===== src/rtl/mem_port_arbiter_pkg.sv =====
// Shared types for the imem/dmem memory-port arbiter: request/response bundles,
// ownership and FSM state encodings.
package mem_port_arbiter_pkg;

    localparam int ADDR_W = 32;
    localparam int DATA_W = 32;

    typedef struct packed {
        logic [ADDR_W-1:0] addr;
        logic [DATA_W-1:0] wdata;
        logic              we;
    } mem_req_t;

    typedef struct packed {
        mem_req_t req;
        logic     req_valid;
    } MemoryIn;

    typedef struct packed {
        logic              req_ready;
        logic [DATA_W-1:0] res;
        logic              res_valid;
    } MemoryOut;

    typedef enum logic [1:0] {OWN_NONE, OWN_IMEM, OWN_DMEM} ArbOwner;
    typedef enum logic [1:0] {ARB_IDLE, ARB_ISSUE, ARB_WAIT} ArbState;

endpackage


===== src/rtl/mem_port_arbiter_if.sv =====
// Bundle of the three memory ports around the arbiter: two upstream requesters
// and the shared backing memory.
interface mem_port_arbiter_if;
    import mem_port_arbiter_pkg::*;

    MemoryIn  imem_in;
    MemoryOut imem_out;
    MemoryIn  dmem_in;
    MemoryOut dmem_out;
    MemoryIn  mem_in;
    MemoryOut mem_out;

    modport slave (
        input  imem_in, dmem_in, mem_out,
        output imem_out, dmem_out, mem_in
    );

    modport master (
        output imem_in, dmem_in, mem_out,
        input  imem_out, dmem_out, mem_in
    );
endinterface


===== src/rtl/mem_arb_grant.sv =====
// Grant decision between fetch and data requesters, with a dmem streak limit so
// a busy data stage cannot starve instruction fetch.
module mem_arb_grant #(
    parameter int MAX_DSTREAK = 4
) (
    input  logic clk,
    input  logic rst_n,
    input  logic imem_valid,
    input  logic dmem_valid,
    input  logic idle,
    output logic grant_i,
    output logic grant_d
);
    localparam int SW = $clog2(MAX_DSTREAK + 1);
    localparam logic [SW-1:0] STREAK_MAX = SW'(MAX_DSTREAK);

    logic [SW-1:0] streak_q, streak_d;

    // NOTE: every always_comb output gets a default first so no path leaves it unassigned (no latch).
    always_comb begin
        grant_d  = idle && dmem_valid && (!imem_valid || (streak_q < STREAK_MAX));
        grant_i  = idle && imem_valid && !grant_d;
        streak_d = streak_q;
        if (grant_i) begin
            streak_d = '0;
        end else if (grant_d) begin
            // Streak only grows while fetch is actually being held off.
            if (!imem_valid)                  streak_d = '0;
            else if (streak_q != STREAK_MAX)  streak_d = streak_q + 1'b1;
        end
    end

    // NOTE: sequential state uses non-blocking assignments so all flops update together.
    always_ff @(posedge clk or negedge rst_n) begin
        if (!rst_n) streak_q <= '0;
        else        streak_q <= streak_d;
    end
endmodule


===== src/rtl/mem_port_arbiter.sv =====
// Shares one backing memory port between fetch and data requesters: one
// buffered transaction in flight, response routed back to its owner.
import mem_port_arbiter_pkg::*;

module mem_port_arbiter #(
    parameter int MAX_DSTREAK = 4
) (
    input  logic                      clk,
    input  logic                      rst_n,
    mem_port_arbiter_if.slave         port,
    output ArbOwner                   owner,
    output logic                      err_spurious
);
    ArbState  state_q, state_d;
    ArbOwner  owner_q, owner_d;
    mem_req_t buf_q,   buf_d;
    logic     err_q,   err_d;
    logic     grant_i, grant_d;

    mem_arb_grant #(.MAX_DSTREAK(MAX_DSTREAK)) u_grant (
        .clk        (clk),
        .rst_n      (rst_n),
        .imem_valid (port.imem_in.req_valid),
        .dmem_valid (port.dmem_in.req_valid),
        .idle       (state_q == ARB_IDLE),
        .grant_i    (grant_i),
        .grant_d    (grant_d)
    );

    always_comb begin
        state_d       = state_q;
        owner_d       = owner_q;
        buf_d         = buf_q;
        err_d         = err_q;
        port.imem_out = '0;
        port.dmem_out = '0;
        port.mem_in   = '0;

        unique case (state_q)
            ARB_IDLE: begin
                port.imem_out.req_ready = grant_i;
                port.dmem_out.req_ready = grant_d;
                if (grant_d) begin
                    buf_d   = port.dmem_in.req;
                    owner_d = OWN_DMEM;
                    state_d = ARB_ISSUE;
                end else if (grant_i) begin
                    buf_d   = port.imem_in.req;
                    owner_d = OWN_IMEM;
                    state_d = ARB_ISSUE;
                end
                if (port.mem_out.res_valid) err_d = 1'b1;
            end
            ARB_ISSUE: begin
                port.mem_in.req       = buf_q;
                port.mem_in.req_valid = 1'b1;
                if (port.mem_out.req_ready) state_d = ARB_WAIT;
                // A response cannot belong to a request the memory is only now accepting.
                if (port.mem_out.res_valid) err_d = 1'b1;
            end
            ARB_WAIT: begin
                if (port.mem_out.res_valid) begin
                    if (owner_q == OWN_IMEM) begin
                        port.imem_out.res       = port.mem_out.res;
                        port.imem_out.res_valid = 1'b1;
                    end else if (owner_q == OWN_DMEM) begin
                        port.dmem_out.res       = port.mem_out.res;
                        port.dmem_out.res_valid = 1'b1;
                    end
                    owner_d = OWN_NONE;
                    state_d = ARB_IDLE;
                end
            end
            default: begin
                state_d = ARB_IDLE;
                owner_d = OWN_NONE;
            end
        endcase
    end

    // NOTE: the request buffer is reset too, so a reset mid-transaction leaves no stale request.
    always_ff @(posedge clk or negedge rst_n) begin
        if (!rst_n) begin
            state_q <= ARB_IDLE;
            owner_q <= OWN_NONE;
            buf_q   <= '0;
            err_q   <= 1'b0;
        end else begin
            state_q <= state_d;
            owner_q <= owner_d;
            buf_q   <= buf_d;
            err_q   <= err_d;
        end
    end

    assign owner        = owner_q;
    assign err_spurious = err_q;
endmodule


===== src/flat_wrapper.sv =====
// flat-port wrapper written by rule: the top's interface ports become plain ports
module mem_port_arbiter_flat 
#(
    parameter int MAX_DSTREAK = 4
)
  (clk, rst_n, owner, err_spurious, port_imem_in, port_dmem_in, port_mem_out, port_imem_out, port_dmem_out, port_mem_in);
  mem_port_arbiter_if port_i ();
  input  logic clk;
  input  logic rst_n;
  output ArbOwner owner;
  output logic err_spurious;
  input wire logic [$bits(port_i.imem_in)-1:0] port_imem_in;
  input wire logic [$bits(port_i.dmem_in)-1:0] port_dmem_in;
  input wire logic [$bits(port_i.mem_out)-1:0] port_mem_out;
  output wire logic [$bits(port_i.imem_out)-1:0] port_imem_out;
  output wire logic [$bits(port_i.dmem_out)-1:0] port_dmem_out;
  output wire logic [$bits(port_i.mem_in)-1:0] port_mem_in;
  assign port_i.imem_in = port_imem_in;
  assign port_i.dmem_in = port_dmem_in;
  assign port_i.mem_out = port_mem_out;
  assign port_imem_out = port_i.imem_out;
  assign port_dmem_out = port_i.dmem_out;
  assign port_mem_in = port_i.mem_in;
  mem_port_arbiter #(.MAX_DSTREAK(MAX_DSTREAK)) u_core (.clk(clk), .rst_n(rst_n), .port(port_i), .owner(owner), .err_spurious(err_spurious));
endmodule

===== config.mk =====
export PLATFORM = sky130hd
export DESIGN_NAME = mem_port_arbiter_flat
export DESIGN_NICKNAME = d
export VERILOG_FILES = /design/src/rtl/mem_port_arbiter_pkg.sv /design/src/rtl/mem_port_arbiter_if.sv /design/src/rtl/mem_arb_grant.sv /design/src/rtl/mem_port_arbiter.sv /design/src/flat_wrapper.sv
export SDC_FILE = /design/constraint.sdc
export NUM_CORES = 1
export LEC_CHECK = 0
export CAP_MARGIN = 20
export CORE_ASPECT_RATIO = 1.25
export CORE_MARGIN = 3
export CORE_UTILIZATION = 33
export CTS_CLUSTER_SIZE = 28
export DETAILED_ROUTE_END_ITERATION = 10
export PLACE_DENSITY = 0.74
export SLEW_MARGIN = 25
export SYNTH_ARGS = -nofsm -noshare
export SYNTH_HDL_FRONTEND = slang
export SYNTH_SLANG_ARGS = --single-unit
export TNS_END_PERCENT = 50

===== constraint.sdc =====
create_clock -name clk -period 3.3 [get_ports clk]
set_clock_uncertainty 0.05 [all_clocks]
set_input_delay 0.825 -clock clk [delete_from_list [all_inputs] [get_ports clk]]
set_output_delay 0.825 -clock clk [all_outputs]
set_load 0.01 [all_outputs]

### Word level (Yosys, flattened, before mapping)

Index checks and enable logic that the tools add are counted.

* bits in registers: 73
* input port bits: 168
* output and inout bits: 137
* logic and storage cells: 57

* add/subtract/negate cells: 1
* order comparisons: 1
* eq/ne operators: 9
* muxes and demuxes: 23
* bitwise operators: 1
* reductions and logical operators: 15

Operators by type and width (count)
* 33-bit two-way mux: 7
* 65-bit two-way mux: 2
* 66-bit two-way mux: 1
* 3-bit two-way mux: 4
* 2-bit case mux with 3 select lines: 2
* 2-bit two-way mux: 5
* 3-bit by 1-bit inequality test with 1-bit output, second input constant: 2
* 2-bit AND reduction: 3
* 3-bit AND reduction: 2
* 2-bit by 1-bit equality test with 1-bit output, second input constant: 2
* 2-bit equality test, second input constant: 2
* 1-bit logical AND: 4
* 2-bit inequality test, second input constant: 2
* 3-bit by 1-bit adder with 3-bit output, second input constant: 1
* 3-bit < comparator, second input constant: 1
* 3-bit inequality test, second input constant: 1
* 1-bit logical NOT: 2
* 2-bit logical NOT: 1
* 1-bit two-way mux: 2
* 2-bit nonzero test: 1
* 2-bit OR reduction: 1
* 1-bit logical OR: 1
* 1-bit NOT: 1

### Depth between registers and ports, before layout

* depth in word-level cells: 8
* mapped depth: 6
* mapped depth without buffers: 5

### Cells and area by module

A second synthesis with hierarchy kept.

* cells, all modules: 401
* area, all modules: 4684.5 sq um

By module, submodules not included
* mem_port_arbiter: instances 1, cells each 384, area an instance 4501.8 sq um, seq. area each 1751.7 sq um
* mem_arb_grant: instances 1, cells each 17, area an instance 182.7 sq um, seq. area each 75.1 sq um

### Worst setup path after synthesis

OpenSTA, ideal clock, no wires.

* path type: input -> output
* start point: input port_mem_out[0]
* end point: output port_dmem_out[23]
* data arrival time: 1599 ps
* required time: 2425 ps
* slack: 826 ps
* cell stages on the path: 4
* path buffers: 1
* cell sequence: nand3b_1 -> nor3b_2 -> buf_2 -> and2_1

* cells in the longest elaborated chain, start to end: 2

Ends and longest elaborated chain
* start: declaration: RTL line flat_wrapper.sv:14 `input wire logic [$bits(port_i.mem_out)-1:0] port_mem_out;`
* 33-bit two-way mux: RTL line mem_port_arbiter.sv:62 `if (port.mem_out.res_valid) begin`
* 33-bit two-way mux: RTL line mem_port_arbiter.sv:39 `unique case (state_q)`
* end: declaration: RTL line flat_wrapper.sv:16 `output wire logic [$bits(port_i.dmem_out)-1:0] port_dmem_out;`

Every way passes these cells.

### Final worst setup path

* start point: input port_mem_out[0]
* end point: output port_imem_out[24]

* cells in the longest elaborated chain, start to end: 2

Ends and longest elaborated chain
* 33-bit two-way mux: RTL line mem_port_arbiter.sv:62
* 33-bit two-way mux: RTL line mem_port_arbiter.sv:39
* end: declaration: RTL line flat_wrapper.sv:15 `output wire logic [$bits(port_i.imem_out)-1:0] port_imem_out;`

Every way passes these cells.

==> flow_metrics.tcl <==
set metrics [dict create \
    status "finished clean" \
    drv_cap 0 \
    core-area_mm2 0.01399 \
    drt_iter0_drc 282 \
    routedWlPerCell_um 19.27 \
    ant_nets 0 \
    cp.required_ps 2420 \
    portBuffers 304 \
    grt_pass1_vias 5508 \
    die_area_mm2 0.01598 \
    internal_power_uw 3404 \
    hold_class "flop to flop" \
    synth.distinct_cells 28 \
    ir_drop_mv 0.4681 \
    worst-path-max-fanout 9 \
    drive_gt1_share_pct 7.332 \
    cts_made_buffers 9 \
    final_hold_viol_count 0 \
    endpoint_kind "primary output" \
    slew_violations 0 \
    route.detailed.drc 0 \
    rsz0062_at_grt "true" \
    p_sw_share_pct 37.14 \
    ys_seq_elements 73 \
    max_slew.worst_pin.slew_ps 767.7 \
    p_switching_uw 2011 \
    slew_headroom_pct 48.82 \
    p_comb_share_pct 51.0 \
    syn_to_final_growth_pct 72.42 \
    chipHeight_um 140.6 \
    gp_congestion 0.8060 \
    finalCritPeriodShare_pct 97.77 \
    mostFrequentLayoutCells "clkdlybuf4s50_1, and2_1, dfrtp_1" \
    p_leak_uw 0.004011 \
    nets 997 \
    hold_buffers 0 \
    cp-start-kind "input pin" \
    routed-via-count 5471 \
    antenna_found_initial 6 \
    cts.sinks 73 \
    postLayoutCellArea_mm2 0.008243 \
    setup_viol 0 \
    netlist_area_mm2 0.004781 \
    cts-root-buf "clkbuf_16" \
    ios 305 \
    pwr-share-seq_pct 28.3 \
    first_pass_iters 7 \
    netlist_instances 557 \
    grtUsageTotal_pct 23.46 \
    power_uw 5415 \
    clk_pin_slew_ps 50 \
    grt_pass1_wl_um 29710 \
    synth_fp_nets 727 \
    clkPwrFrac_pct 20.7 \
    htree_num_levels 3 \
    drt-total-wl_um 19430 \
    crit_type "input pin to primary output" \
    overflow 0 \
    synth_warnings 0 \
    clk_path_buf_depth 2 \
    grt_max_degree 74 \
    cts_tree "built" \
    fillers 1196 \
    place_ws_ps -192.0 \
    place_hpwl_um 13810 \
    mostFrequentLayoutCell "clkdlybuf4s50_1" \
    die_x_um 113.7 \
    synth_area_per_cell_um2 8.583 \
    start_util_pct 34.16 \
    min_period_ps 3226 \
    timing.fmax_mhz 310.0 \
    vias_per_cell 5.428 \
    p_per_area_mw_per_mm2 657.0 \
    seq_area_frac_synth_pct 38.21 \
    setup_slack_ps 73.73 \
    rows 48 \
    clock_latency_ps 330 \
    dpl-instance-area_mm2 0.007875 \
    worst_ep_arrival_time_ps 2350 \
]
final cells by class:
cell class	count	area [um^2]	area share (%)
diodes	1	2.502	0.03036
clock buffers	11	232.7	2.823
clock inverters	5	103.9	1.260
inverters	71	266.5	3.233
multi-input cells	349	2399	29.10
flip-flops and latches	73	1828	22.18
well taps	175	219.0	2.656
repair buffers	323	3192	38.72
what timing repair did:
action,4_1_cts,5_1_grt
setup buffers,1,0
gates resized for setup,35,66
gates cloned,1,0
pin swaps,0,1
setup endpoints to repair,66,52
cell usage after synthesis, drive strengths merged:
cell,count,area share (%)
and2,129,17
dfrtp,73,38
inv,71,5.6
o21ai,68,7.1
o2111ai,65,12
o211ai,65,10
clkbuf,34,2.7
buf,30,3.7
nand2,3,0.24
nor3b,3,0.79
a22o,2,0.37
a31o,2,0.37
ha,2,0.52
nor2,2,0.21
a21o,1,0.16
and3,1,0.13
mux2,1,0.24
nand3,1,0.10
nand3b,1,0.16
nor2b,1,0.13
o31ai,1,0.16
or2,1,0.13
final timing paths:
kind / startpoint / end / cells past startpoint / slack (ps)
setup / recovery: port_mem_out[0] / port_imem_out[24] / 7 / 70
hold reg to reg: u_core.err_spurious$_DFFE_PN0P_ / u_core.err_spurious$_DFFE_PN0P_ / 1 / 420
max in group asynchronous: rst_n / u_core.u_grant.streak_q[2]$_DFFE_PN0P_ / 1 / 2240
hold / removal: u_core.err_spurious$_DFFE_PN0P_ / u_core.err_spurious$_DFFE_PN0P_ / 1 / 420
setup reg to reg: u_core.state_q[0]$_DFFE_PN0P_ / u_core.u_grant.streak_q[0]$_DFFE_PN0P_ / 4 / 1070
min in group asynchronous: rst_n / u_core.buf_q[19]$_DFFE_PN0P_ / 1 / 450
flip-flops by register name, summed over array words and instances (netlist names):
signal / flops
u_core.buf_q: 65
u_core.u_grant.streak_q: 3
u_core.owner: 2
u_core.state_q: 2
u_core.err_spurious: 1
through the flow:
step                setup TNS, ps  hold WS (ps)  instances  util, %
finish                          0         424.4       1008    58.91
global route               -65.46         449.0       1007    58.89
CTS                         -5080         426.7       1007    58.52
detailed placement          -9308         401.1        989    56.28
global placement            -5009         396.9        989    56.28
floorplan                       0         430.7        557        -
power groups by stage:
stage | registers, uW | clock network (uW) | logic (uW)
final | 1530 | 1120 | 2760
after CTS | 1530 | 1130 | 2790
after floorplan | 1460 | 0 | 1570
after global placement | 1520 | 0 | 2730
after detailed placement | 1540 | 0 | 2790
after global routing | 1580 | 1180 | 3010
worst max-delay path, stage by stage:
cell             delay [ps]
clkdlybuf4s50_1         500
nand3b_1                140
nor3b_2                 210
buf_4                   150
buf_4                   140
and2_1                  130
dlygate4sd2_1           260
metal layers:
metal / global-route usage, % / wire length (um) / up-vias
li1: - / - / 2512
met1: 26.12 / 6809 / 2626
met2: 41.82 / 10280 / 278
met3: 8.158 / 1864 / 43
met4: 6.962 / 403 / 12
met5: 0 / 69 / -
logic make-up (layout without fill, tap and decap cells):
group / count (synthesis) / after routing / share of synthesized area [%]
flip-flops: 73 / 73 / 38.21
other: 0 / 1 / 0
AND/OR/NAND/NOR: 142 / 142 / 18.76
multiplexers: 1 / 1 / 0.2355
adder cells (fa/ha/maj): 2 / 2 / 0.5233
buffers and inverters: 135 / 410 / 11.99
AO/OA/AOI/OAI: 204 / 204 / 30.28
Power figures use the tool's default switching activity.
